$ cat src/rtl/dmem_arbiter.sv
// dmem_arbiter
//   Shares the single-port, byte-addressed, 64-bit big-endian data memory
//   between the pipeline MEM stage (port p) and an auxiliary loader/debug
//   port (port a). The pipeline has priority; a starvation counter forces
//   an aux grant after MAX_WAIT lost cycles. Out-of-range accesses are
//   consumed without a memory strobe and answered with an err pulse and
//   zero read data.
//
//   Build option: define DMEM_ALIGN_CHECK_EN to additionally reject
//   accesses whose address is not doubleword aligned (addr[2:0] != 0).
//   Without it, unaligned accesses touch bytes addr..addr+7 and are
//   subject only to the range check.
module dmem_arbiter #(
  parameter int unsigned MAX_WAIT = 4,    // legal 1..15
  parameter int unsigned DEPTH    = 226   // memory size in bytes
) (
  input  logic        clock,
  input  logic        reset_n,
  // pipeline MEM stage
  input  logic        p_req,
  input  logic        p_we,
  input  logic [7:0]  p_addr,
  input  logic [63:0] p_wdata,
  output logic        p_stall,
  output logic [63:0] p_rdata,
  output logic        p_rvalid,
  // auxiliary loader/debug port
  input  logic        a_req,
  input  logic        a_we,
  input  logic [7:0]  a_addr,
  input  logic [63:0] a_wdata,
  output logic        a_gnt,
  output logic [63:0] a_rdata,
  output logic        a_rvalid,
  // data memory
  output logic [7:0]  mem_addr,
  output logic [63:0] mem_wdata,
  output logic        mem_read,
  output logic        mem_write,
  input  logic [63:0] mem_rdata,
  // error report
  output logic        err
);

  // Highest start address whose eight bytes all fall inside the memory.
  localparam logic [7:0] LAST_ADDR_C = 8'(DEPTH - 8);
  localparam logic [3:0] MAX_WAIT_C  = 4'(MAX_WAIT);

  // Legality check for a doubleword access starting at addr.
  function automatic logic addr_legal(input logic [7:0] addr);
    logic ok;
    ok = (addr <= LAST_ADDR_C);
`ifdef DMEM_ALIGN_CHECK_EN
    ok = ok && (addr[2:0] == 3'b000);
`endif
    return ok;
  endfunction

  // ------------------------------------------------------------------
  // Internal signals
  // ------------------------------------------------------------------
  logic [3:0]  wait_cnt_r;
  logic        p_gnt_s;
  logic        a_gnt_s;
  logic        any_gnt_s;
  logic        win_we_s;
  logic [7:0]  win_addr_s;
  logic [63:0] win_wdata_s;
  logic        win_legal_s;
  logic        forced_s;

  logic [63:0] p_rdata_r;
  logic        p_rvalid_r;
  logic [63:0] a_rdata_r;
  logic        a_rvalid_r;
  logic        err_r;

  // Starvation condition: aux has lost MAX_WAIT consecutive cycles.
  assign forced_s = (wait_cnt_r == MAX_WAIT_C);

  // Grant decision: at most one winner; nothing is granted while in reset.
  always_comb begin
    p_gnt_s = 1'b0;
    a_gnt_s = 1'b0;
    if (!reset_n) begin
      p_gnt_s = 1'b0;
      a_gnt_s = 1'b0;
    end else if (a_req && (!p_req || forced_s)) begin
      a_gnt_s = 1'b1;
    end else if (p_req) begin
      p_gnt_s = 1'b1;
    end else begin
      p_gnt_s = 1'b0;
      a_gnt_s = 1'b0;
    end
  end

  assign any_gnt_s = p_gnt_s | a_gnt_s;

  // Route the winner's request onto the memory bus; idle bus is all zero.
  always_comb begin
    win_we_s    = 1'b0;
    win_addr_s  = 8'h00;
    win_wdata_s = 64'h0;
    case ({a_gnt_s, p_gnt_s})
      2'b10: begin
        win_we_s    = a_we;
        win_addr_s  = a_addr;
        win_wdata_s = a_wdata;
      end
      2'b01: begin
        win_we_s    = p_we;
        win_addr_s  = p_addr;
        win_wdata_s = p_wdata;
      end
      default: begin
        win_we_s    = 1'b0;
        win_addr_s  = 8'h00;
        win_wdata_s = 64'h0;
      end
    endcase
  end

  assign win_legal_s = any_gnt_s && addr_legal(win_addr_s);

  assign mem_addr  = win_addr_s;
  assign mem_wdata = win_wdata_s;
  // Strobes only for a legal access by an actual winner.
  assign mem_write = win_legal_s &&  win_we_s;
  assign mem_read  = win_legal_s && !win_we_s;

  // Pipeline stalls only when it asks and aux was forced in ahead of it.
  assign p_stall = reset_n && p_req && !p_gnt_s;
  assign a_gnt   = a_gnt_s;

  // Starvation counter: counts aux cycles lost, saturating at MAX_WAIT.
  always_ff @(posedge clock or negedge reset_n) begin
    if (!reset_n) begin
      wait_cnt_r <= 4'd0;
    end else if (a_req && !a_gnt_s) begin
      if (!forced_s) begin
        wait_cnt_r <= wait_cnt_r + 4'd1;
      end else begin
        wait_cnt_r <= wait_cnt_r;
      end
    end else begin
      wait_cnt_r <= 4'd0;
    end
  end

  // Completion pulses and error flag for the access granted this cycle.
  always_ff @(posedge clock or negedge reset_n) begin
    if (!reset_n) begin
      p_rvalid_r <= 1'b0;
      a_rvalid_r <= 1'b0;
      err_r      <= 1'b0;
    end else begin
      p_rvalid_r <= p_gnt_s;
      a_rvalid_r <= a_gnt_s;
      err_r      <= any_gnt_s && !win_legal_s;
    end
  end

  // Pipeline read data: loaded on a legal read, zeroed on a rejected access.
  always_ff @(posedge clock or negedge reset_n) begin
    if (!reset_n) begin
      p_rdata_r <= 64'h0;
    end else if (p_gnt_s) begin
      if (!win_legal_s) begin
        p_rdata_r <= 64'h0;
      end else if (!win_we_s) begin
        p_rdata_r <= mem_rdata;
      end else begin
        p_rdata_r <= p_rdata_r;
      end
    end else begin
      p_rdata_r <= p_rdata_r;
    end
  end

  // Aux read data: loaded on a legal read, zeroed on a rejected access.
  always_ff @(posedge clock or negedge reset_n) begin
    if (!reset_n) begin
      a_rdata_r <= 64'h0;
    end else if (a_gnt_s) begin
      if (!win_legal_s) begin
        a_rdata_r <= 64'h0;
      end else if (!win_we_s) begin
        a_rdata_r <= mem_rdata;
      end else begin
        a_rdata_r <= a_rdata_r;
      end
    end else begin
      a_rdata_r <= a_rdata_r;
    end
  end

  assign p_rdata  = p_rdata_r;
  assign p_rvalid = p_rvalid_r;
  assign a_rdata  = a_rdata_r;
  assign a_rvalid = a_rvalid_r;
  assign err      = err_r;

endmodule

$ cat config.mk
export PLATFORM = sky130hd
export DESIGN_NAME = dmem_arbiter
export DESIGN_NICKNAME = d
export VERILOG_FILES = /design/src/rtl/dmem_arbiter.sv
export SDC_FILE = /design/constraint.sdc
export NUM_CORES = 1
export LEC_CHECK = 0
export CORE_AREA = 2 2 165 167
export CTS_CLUSTER_DIAMETER = 50
export DETAILED_ROUTE_END_ITERATION = 8
export DIE_AREA = 0 0 167 169
export GPL_TIMING_DRIVEN = 1
export SLEW_MARGIN = 10
export SYNTH_ARGS = -nofsm -noshare
export SYNTH_HDL_FRONTEND = slang
export SYNTH_SLANG_ARGS = --single-unit
$ cat constraint.sdc
create_clock -name clock -period 3.9 [get_ports clock]
set_input_delay 0.39 -clock clock [delete_from_list [all_inputs] [get_ports clock]]
set_output_delay 0.39 -clock clock [all_outputs]
set_load 0.005 [all_outputs]
==> metrics.csv <==
stage,metric,value,unit
run_status,status,"finished, final reports clean",
timing,tightest_slew,0.9543,ns
synth,synth_area_leader_cell,dfrtp_1,
synth,synth_compound_area_frac,0.2959,
clock_tree,clock_sinks,135,
worst_setup_path,worstSetupPathType,reg -> out,
synth,async_flop_share,1.000,
layout,final_cells,1280,
timing,hold_viol_final,0,
clock_tree,clk_path_buf_depth,2,
layout,nFillCells,2545,
synth,synth-simple-area-share,0.07700,
synth,synth_top_area_frac,0.5619,
clock_tree,htree_levels,4,
floorplan,die_y,169,um
drt,drcViolationCount,0,
pwr,power.density,376.9,nW/um^2
drt,avgRoutedWirePerCell,21.34,um
grt,grt_pass1_vias,6156,
place,dp_cells,1237,
synth,ys.flop_type,dfrtp_1,
timing,setup_viol,0,
timing,rsz0062_at_grt,false,
place,place_area,10520,sq um
drt,ant_nets,0,
drt,viasPerCell,4.717,
job,max_cap_violations,0,
clock_tree,insertion_delay,0.41,ns
clock_tree,cts_made_buffers,17,
grt,grt_max_degree,71,
layout,final_area,11230,sq um
layout,drive_gt1_frac,0.08333,
synth,synth_edf_count,0,
layout,mostFrequentLayoutCells,"clkdlybuf4s50_1, dfrtp_1, a22o_1",
synth,ys_ff_latch,135,
place,gp_congestion,0.8432,
drt,drt-total-wl,27320,um
worst_setup_path,path_max_fanout,7,
floorplan,rows,60,
grt,antenna_found_initial,3,
floorplan,ioPinCount,421,
floorplan,die-area,28220,sq um
place,hpwl,20310,um
synth,syn_avg_cell_area,11.79,sq um
drt,drt-pass1-iter-count,4,
synth,muxShareOfSynthArea,0,
timing,period_share,0.9587,
min_path,holdCritPathClass,in -> async,
pwr,leakagePower,4.603,nW
synth,yosys.area_share.adder,0.01041,
synth,synth_cell_types,31,
synth,synth_nets,729,
synth,synthXorXnorAreaFrac,0.001457,
synth,syn_area,6012,sq um
floorplan,start_util,0.2269,
clock_tree,cts_tree,yes,
worst_setup_path,critical_path_required,3.51,ns
timing,whs,0.3979,ns
floorplan,core_area,26500,sq um
worst_setup_path,crit_path_end_kind,output port,
drt,num_vias,6038,
grt,grt_pass1_wl,40090,um
timing,skew,0.01012,ns
pwr,total_power,4.233,mW
worst_setup_path,worstPathArrival,3.35,ns
layout,layout_commonest_cell,clkdlybuf4s50_1,
synth,yosysWarnings,0,
layout,area_growth,86.85,%
synth,yosysSeqAreaShare,0.5619,
layout,final_nets,1142,
timing,fin_crit,3.739,ns
grt,track_usage,0.1878,
clock_tree,cts.clk_slew.worst_paths,0.07,ns
layout,multi_input_area,2411,sq um
grt,overflow,0,
timing,slew_violations,0,
synth,ys_top_cells_by_area,"dfrtp_1, a22o_1, a22oi_1",
synth,synth_cells,510,
floorplan,die_x,167,um
place,numPortBuffers,420,
timing,relSlewSlack,0.3638,
worst_setup_path,cp-start-kind,flip-flop,
clock_tree,clockRootBuffer,clkbuf_16,
synth,synth_top_family_by_area,compound AO/OA/AOI/OAI gates,
pwr,peakVddDrop,0.3218,mV
layout,seq_area,3378,sq um
timing,clock.fmax,0.2675,GHz
drt,drtIter0Drc,400,
critical path: stages, from the launching register on:
cell and delay [ns]:
dfrtp_1 0.41, inv_1 0.06, ha_1 0.22, nand2b_1 0.09, nor2_1 0.07, a21o_2 0.24
buf_4 0.15, ha_4 0.19, buf_4 0.14, a22oi_2 0.21, nor4_4 0.11, or3_4 0.42
nor2_2 0.12, clkdlybuf4s50_1 0.52
cells in the mapped netlist (2+ instances only):
master / n
nor2_1: 79
buf_6: 13
buf_1: 10
o21ai_2: 2
dfrtp_1: 135
a22oi_2: 3
a21oi_1: 3
nand2b_1: 2
a22oi_1: 69
buf_2: 13
a22o_1: 130
clkbuf_1: 11
inv_1: 5
ha_1: 5
nand3_1: 4
nor4_4: 2
or3_1: 2
nand2_1: 7
nor3_1: 3
power breakdown:
part / switching (mW) / internal, mW / total, mW
sequential: 0.0917 / 1.56 / 1.65
combinational: 0.372 / 0.660 / 1.03
clock: 0.710 / 0.841 / 1.55
total: 1.17 / 3.06 / 4.23
logic make-up after synthesis:
logic type,Yosys count
flip-flops,135
adder cells (fa/ha/maj),5
XOR/XNOR,1
AO/OA/AOI/OAI,212
AND/OR/NAND/NOR,103
buffers and inverters,54
metal layers:
layer,vias to the layer above,GRT usage,part of all wire
met5,-,0,0
met4,0,0.05397,0.015
met3,19,0.06500,0.083
met2,292,0.3264,0.51
met1,2951,0.2195,0.39
li1,2776,-,-
layout make-up:
| class | instances | share of cell area |
|---|---|---|
| diodes | 3 | 0.0006683 |
| clock buffers | 17 | 0.03787 |
| clock inverters | 15 | 0.01214 |
| inverters | 6 | 0.002005 |
| multi-input cells | 321 | 0.2146 |
| flip-flops and latches | 135 | 0.3007 |
| well taps | 341 | 0.03798 |
| repair buffers | 442 | 0.3940 |
worst paths after layout:
kind	startpoint	end	slack, ns	cells past startpoint
min in group clock	p_rdata[27]	p_rdata[27]	0.49	1
worst max register to register	wait_cnt_r[0]	a_rdata[13]	0.42	14
max in group asynchronous	reset_n	p_rdata[37]	1.57	4
worst min register to register	p_rdata[27]	p_rdata[27]	0.49	1
worst min-delay path	reset_n	wait_cnt_r[3]	0.40	2
worst max-delay path	wait_cnt_r[0]	mem_write	0.16	13
flip-flops by register name (all words and copies together) (netlist names):
name	count
a_rdata	64
p_rdata	64
wait_cnt_r	4
a_rvalid	1
err	1
p_rvalid	1
metrics by stage:
step	setup WS (ns)	utilization	setup TNS, ns
after global routing	0.02259	0.4239	0
after global placement	0.2181	0.3970	0
after CTS	-0.1188	0.4202	-0.1188
after detailed placement	0.1250	0.3970	0
after floorplan	0.8570	-	0
final	0.1612	0.4239	0
what timing repair did:
action                                  in CTS  in global routing
hold buffers                                 1                  0
gates resized for setup                      7                  9
buffers inserted                             0                  7
endpoints found under the hold margin        3                  0
endpoints found under the setup margin       2                 44
pin swaps                                    1                  4
(Power assumes the default switching activity.)
